==> config.mk <==
export PLATFORM = sky130hd
export DESIGN_NAME = jtag_cmd_driver
export DESIGN_NICKNAME = d
export VERILOG_FILES = /design/src/rtl/jtag_cmd_driver.sv
export SDC_FILE = /design/constraint.sdc
export NUM_CORES = 1
export LEC_CHECK = 0
export ABC_AREA = 1
export CORE_UTILIZATION = 59
export DETAILED_ROUTE_END_ITERATION = 10
export PLACE_DENSITY = 0.9
export SLEW_MARGIN = 20
export SYNTH_ARGS = -nofsm -noshare
export SYNTH_HDL_FRONTEND = slang
export SYNTH_SLANG_ARGS = --single-unit
export TNS_END_PERCENT = 20
==> constraint.sdc <==
create_clock -name internal_clk -period 3.76 [get_ports internal_clk]
set_input_delay 0.94 -clock internal_clk [delete_from_list [all_inputs] [get_ports internal_clk]]
set_output_delay 0.94 -clock internal_clk [all_outputs]
set_load 0.005 [all_outputs]
==> src/rtl/jtag_cmd_driver.sv <==
// JTAG master: turns RESET / IR-scan / DR-scan commands into TCK/TMS/TDI sequences
// and returns the TDO bits captured during the shift phase.
module jtag_cmd_driver #(
  parameter int TCK_DIV = 20,
  parameter int IR_LEN  = 4
) (
  input  logic        internal_clk,
  input  logic        jtag_rst,
  input  logic        cmd_valid,
  output logic        cmd_ready,
  input  logic [1:0]  cmd_op,
  input  logic [5:0]  cmd_len,
  input  logic [31:0] cmd_data,
  output logic        rsp_valid,
  output logic [31:0] rsp_data,
  output logic        jtag_clk_out,
  output logic        jtag_mode,
  output logic        jtag_digital_input,
  input  logic        jtag_digital_output
);

  localparam int DW = (TCK_DIV > 1) ? $clog2(TCK_DIV) : 1;

  typedef enum logic [1:0] {IDLE, LOAD, RUN, RSP} state_t;

  state_t        state_reg;
  logic [1:0]    op_reg;
  logic [5:0]    len_reg;
  logic [31:0]   data_reg;
  logic [63:0]   tms_plan_reg, tms_plan_next;
  logic [5:0]    steps_reg, steps_next;
  logic [5:0]    first_reg, first_next;
  logic [5:0]    last_reg, last_next;
  logic          shift_en_reg, shift_en_next;
  logic [5:0]    step_reg;
  logic [DW-1:0] div_reg;
  logic          high_reg;

  logic [5:0]    next_step;
  logic          cur_in_shift, next_in_shift;
  logic [4:0]    cur_bit, next_bit;

  // Step plan, bit k of tms_plan is TMS for TCK period k (all start from Run-Test/Idle).
  always_comb begin
    tms_plan_next = 64'h1F;
    steps_next    = 6'd6;
    first_next    = 6'd0;
    last_next     = 6'd0;
    shift_en_next = 1'b0;
    case (op_reg)
      2'd1: begin
        tms_plan_next = 64'h3 | (64'd1 << (IR_LEN + 3)) | (64'd1 << (IR_LEN + 4));
        steps_next    = 6'(IR_LEN + 6);
        first_next    = 6'd4;
        last_next     = 6'(IR_LEN + 3);
        shift_en_next = 1'b1;
      end
      2'd2: begin
        if (len_reg == 6'd0) begin
          tms_plan_next = 64'hD;
          steps_next    = 6'd5;
        end else begin
          tms_plan_next = 64'h1 | (64'd1 << (len_reg + 6'd2)) | (64'd1 << (len_reg + 6'd3));
          steps_next    = len_reg + 6'd5;
          first_next    = 6'd3;
          last_next     = len_reg + 6'd2;
          shift_en_next = 1'b1;
        end
      end
      default: ;
    endcase
  end

  assign next_step     = step_reg + 6'd1;
  assign cur_in_shift  = shift_en_reg && (step_reg >= first_reg) && (step_reg <= last_reg);
  assign next_in_shift = shift_en_reg && (next_step >= first_reg) && (next_step <= last_reg);
  assign cur_bit       = step_reg[4:0] - first_reg[4:0];
  assign next_bit      = next_step[4:0] - first_reg[4:0];

  always_ff @(posedge internal_clk) begin
    if (jtag_rst) begin
      state_reg          <= IDLE;
      cmd_ready          <= 1'b0;
      rsp_valid          <= 1'b0;
      rsp_data           <= '0;
      jtag_clk_out       <= 1'b0;
      jtag_mode          <= 1'b1;
      jtag_digital_input <= 1'b0;
      op_reg             <= '0;
      len_reg            <= '0;
      data_reg           <= '0;
      tms_plan_reg       <= '0;
      steps_reg          <= '0;
      first_reg          <= '0;
      last_reg           <= '0;
      shift_en_reg       <= 1'b0;
      step_reg           <= '0;
      div_reg            <= '0;
      high_reg           <= 1'b0;
    end else begin
      rsp_valid <= 1'b0;
      case (state_reg)
        IDLE: begin
          cmd_ready <= 1'b1;
          if (cmd_valid && cmd_ready) begin
            op_reg    <= cmd_op;
            len_reg   <= (cmd_len > 6'd32) ? 6'd32 : cmd_len;
            data_reg  <= cmd_data;
            cmd_ready <= 1'b0;
            state_reg <= LOAD;
          end
        end
        LOAD: begin
          tms_plan_reg       <= tms_plan_next;
          steps_reg          <= steps_next;
          first_reg          <= first_next;
          last_reg           <= last_next;
          shift_en_reg       <= shift_en_next;
          rsp_data           <= '0;
          step_reg           <= '0;
          div_reg            <= '0;
          high_reg           <= 1'b0;
          // Period 0 is never a shift bit and always has TMS=1.
          jtag_mode          <= 1'b1;
          jtag_digital_input <= 1'b0;
          state_reg          <= RUN;
        end
        RUN: begin
          if (div_reg == DW'(TCK_DIV - 1)) begin
            div_reg <= '0;
            if (!high_reg) begin
              jtag_clk_out <= 1'b1;
              high_reg     <= 1'b1;
              if (cur_in_shift) rsp_data[cur_bit] <= jtag_digital_output;
            end else begin
              jtag_clk_out <= 1'b0;
              high_reg     <= 1'b0;
              if (step_reg == steps_reg - 6'd1) begin
                rsp_valid <= 1'b1;
                state_reg <= RSP;
              end else begin
                step_reg           <= next_step;
                jtag_mode          <= tms_plan_reg[next_step];
                jtag_digital_input <= next_in_shift ? data_reg[next_bit] : 1'b0;
              end
            end
          end else begin
            div_reg <= div_reg + DW'(1);
          end
        end
        RSP: begin
          cmd_ready <= 1'b1;
          state_reg <= IDLE;
        end
        default: state_reg <= IDLE;
      endcase
    end
  end

endmodule

==> run_results.csv <==
group,metric,value,unit
finish,n_fill_cell,1460,
worst_setup_path,worst_setup_path_end_kind,"flip-flop",
timing,fmax,350,MHz
worst_setup_path,critPathMostFrequentCell,"nand2_1",
timing,skew,10.8,ps
clock_tree,post_cts_buffers,0,
floorplan,die-height,134,um
worst_setup_path,cp_data_required_time,4100,ps
hold_path,worst_hold_path.endpoint,"rsp_data[25]$_SDFFE_PP0P_",
floorplan,coreArea,17200,um2
logic_synthesis,synth_seq_cells,170,
finish,area_delta_synth_final,13.3,%
clock_tree,numCtsBuffers,17,
pwr,vdd_ir_drop_max,0.428,mV
clock_tree,cts.root.buffer_cell,"clkbuf_16",
clock_tree,cts_tree,"built",
drt,ant_nets,0,
worst_setup_path,path_delay_family,"adder cells",
timing,fin_crit_sh,76.0,%
worst_setup_path,timing.rr.start,"step_reg[1]$_SDFFE_PP0P_",
placed_design,place_ws,924,ps
hold_path,hold_path_class,"reg -> reg",
drt,firstDrtPassIters,6,
timing,relSlewSlack,34.5,%
timing,rsz0062_at_grt,"false",
placed_design,hpwl,19500,um
floorplan,fp.dieArea,18100,um2
timing,whs,463,ps
pwr,powerDensity,580,nW/um2
placed_design,port_buffers,80,
drt,wl_per_cell,15.6,um
timing,setup_violations,0,
logic_synthesis,synthDistinctLibCells,45,
timing,fin_ws,903,ps
clock_tree,htree_levels,4,
finish,mostFrequentLayoutCells,"nand2_1 (613), dfxtp_1 (170), nand3_1 (164)",
drt,drc_errors,0,
timing,tightest_slew,976,ps
timing,finalMaxSlewViolations,0,
clock_tree,cts_hold_buf,0,
global_routing,antenna_found_initial,0,
worst_setup_path,worstRegToRegCells,16,
worst_setup_path,crit_path_start_kind,"flip-flop",
finish,drive_gt1_share,6.16,%
clock_tree,cts.path.max_buffers,2,
finish,layout.nets,1740,
logic_synthesis,postSynthCellCount,1631,
drt,wl,29600,um
timing,finalHoldViolCount,0,
floorplan,die_x,134,um
worst_setup_path,cp_num_buf_inv,4,
logic_synthesis,synth_area,10300,um2
timing,setup_tns,0,ps
floorplan,rows,48,
clock_tree,post_cts_resized,0,
drt,highest_layer,"met4",
drt,vias,11100,
worst_setup_path,crit_type,"reg -> reg",
worst_setup_path,r2r-end,"jtag_digital_input$_SDFFE_PP0P_",
logic_synthesis,seq_area_frac_synth,32.9,%
finish,antenna_cells,0,
clock_tree,clk_latency,440,ps
finish,largest_reg_flops,64,
global_routing,grt.overflow.total,0,
logic_synthesis,syn_area_per_cell,6.34,um2
worst_setup_path,cp_max_fo,24,
worst_setup_path,slowest_stage,"fa_1",
placed_design,place.gp.congestion,0.957,
pwr,p_leak,4.62,nW
worst_setup_path,arrival,3200,ps
global_routing,track_usage,33.3,%
logic_synthesis,synth_warnings,0,
hold_path,min-delay-start,"rsp_data[25]$_SDFFE_PP0P_",
drt,drtIter0Drc,1328,
drt,wl_met2,13700,um
worst_setup_path,path_cells,"ha_1 -> inv_1 -> buf_4 -> fa_1 -> inv_1 -> nand3_1 -> nand2_1 -> nand2_1 -> nand2_1 -> nand2_1 -> nand2_1 -> nand2_1 -> nand3_1 -> nand2_1 -> inv_1 -> nor2_1",
worst_setup_path,rrSetupSlack,900,ps
global_routing,grt_pass1_vias,10100,
floorplan,pin_count,81,
job,maxCapViolCount,0,
clock_tree,clkSinkCount,170,
logic_synthesis,syn-num-nets,1712,
drt,drt-met1-wl,12100,um
timing,post-route-min-period,2860,ps
global_routing,grt_max_degree,81,
worst_setup_path,cpPeakStageDelay,630,ps
finish,layout_commonest_cell,"nand2_1",
floorplan,start_util,60.2,%
hold_path,hold_path_depth,2,
global_routing,grt_pass1_wl,48500,um
outcome,status,"finished, final reports clean",
clock_tree,path_clk_slew,70,ps
drt,via_per_inst,5.87,
drt,wl_met3,3080,um
==> cell families after synthesis <==
logic type	count (synthesis)	share of synthesized area, %
adder cells (fa/ha/maj)	37	4.62
buffers and inverters	210	9.16
AO/OA/AOI/OAI	230	11.8
AND/OR/NAND/NOR	966	39.2
flip-flops	170	32.9
XOR/XNOR	18	2.32
==> Yosys cell counts (all sizes together) <==
library cell | count | area [um2]
a211oi | 2 | 15.0
a21o | 1 | 15.0
a21oi | 134 | 674
a22o | 1 | 8.76
a22oi | 3 | 22.5
a31oi | 25 | 156
buf | 54 | 357
clkbuf | 39 | 146
clkinv | 1 | 3.75
dfxtp | 170 | 3400
fa | 2 | 40.0
ha | 35 | 438
inv | 116 | 440
nand2 | 620 | 2350
nand3 | 166 | 841
nand3b | 3 | 22.5
nand4 | 19 | 119
nor2 | 141 | 611
nor3 | 14 | 80.1
nor4 | 1 | 6.26
o211ai | 1 | 7.51
o21a | 2 | 15.0
o21ai | 60 | 300
o22ai | 1 | 6.26
or2 | 1 | 6.26
or4 | 1 | 7.51
xnor2 | 6 | 60.1
xor2 | 12 | 180
==> worst max-delay path by stage <==
stage                        startpoint                               to  depth (start not counted)
4_1_cts        step_reg[1]$_SDFFE_PP0P_  jtag_digital_input$_SDFFE_PP0P_                         16
2_1_floorplan  step_reg[1]$_SDFFE_PP0P_  jtag_digital_input$_SDFFE_PP0P_                         17
3_5_place_dp                  cmd_valid          len_reg[0]$_SDFFE_PP0P_                          7
3_3_place_gp                  cmd_valid          len_reg[2]$_SDFFE_PP0P_                          7
5_1_grt        step_reg[1]$_SDFFE_PP0P_  jtag_digital_input$_SDFFE_PP0P_                         16
6_report       step_reg[1]$_SDFFE_PP0P_  jtag_digital_input$_SDFFE_PP0P_                         16
==> layout make-up <==
type	count	area [um2]	share of cell area (%)
Timing Repair Buffer	102	963	8.23
Tap cell	225	282	2.40
Clock buffer	17	425	3.63
Clock inverter	15	204	1.74
Inverter	117	444	3.79
Multi-Input combinational cell	1251	5990	51.1
Sequential cell	170	3400	29.1
==> power breakdown <==
group / internal, mW / switching [mW] / total [mW]
Sequential: 1.94 / 0.147 / 2.09
Clock: 1.02 / 0.859 / 1.88
Combinational: 0.837 / 1.98 / 2.82
Total: 3.80 / 2.99 / 6.79
==> tightest hold or removal path, cell delays in order, from the launching register on <==
cell     delay, ps
dfxtp_1        310
nand2_1         60
a21oi_1         50
==> per-stage QoR <==
| stage | cells | total power, mW | area (um2) | util, % |
|---|---|---|---|---|
| floorplan | 1631 | 4.16 | 10300 | - |
| global placement | 1865 | 4.76 | 11100 | 64.5 |
| detailed placement | 1865 | 4.82 | 11100 | 64.5 |
| CTS | 1897 | 6.69 | 11700 | 68.2 |
| global route | 1897 | 7.17 | 11700 | 68.2 |
| finish | 1897 | 6.79 | 11700 | 68.2 |
==> routing by layer <==
| layer | track usage (%) | up-vias |
|---|---|---|
| li1 | - | 5290 |
| met2 | 53.6 | 670 |
| met4 | 12.0 | 0 |
| met1 | 43.6 | 5074 |
| met5 | 0 | - |
| met3 | 7.60 | 100 |
Power figures use the tool's default switching activity.
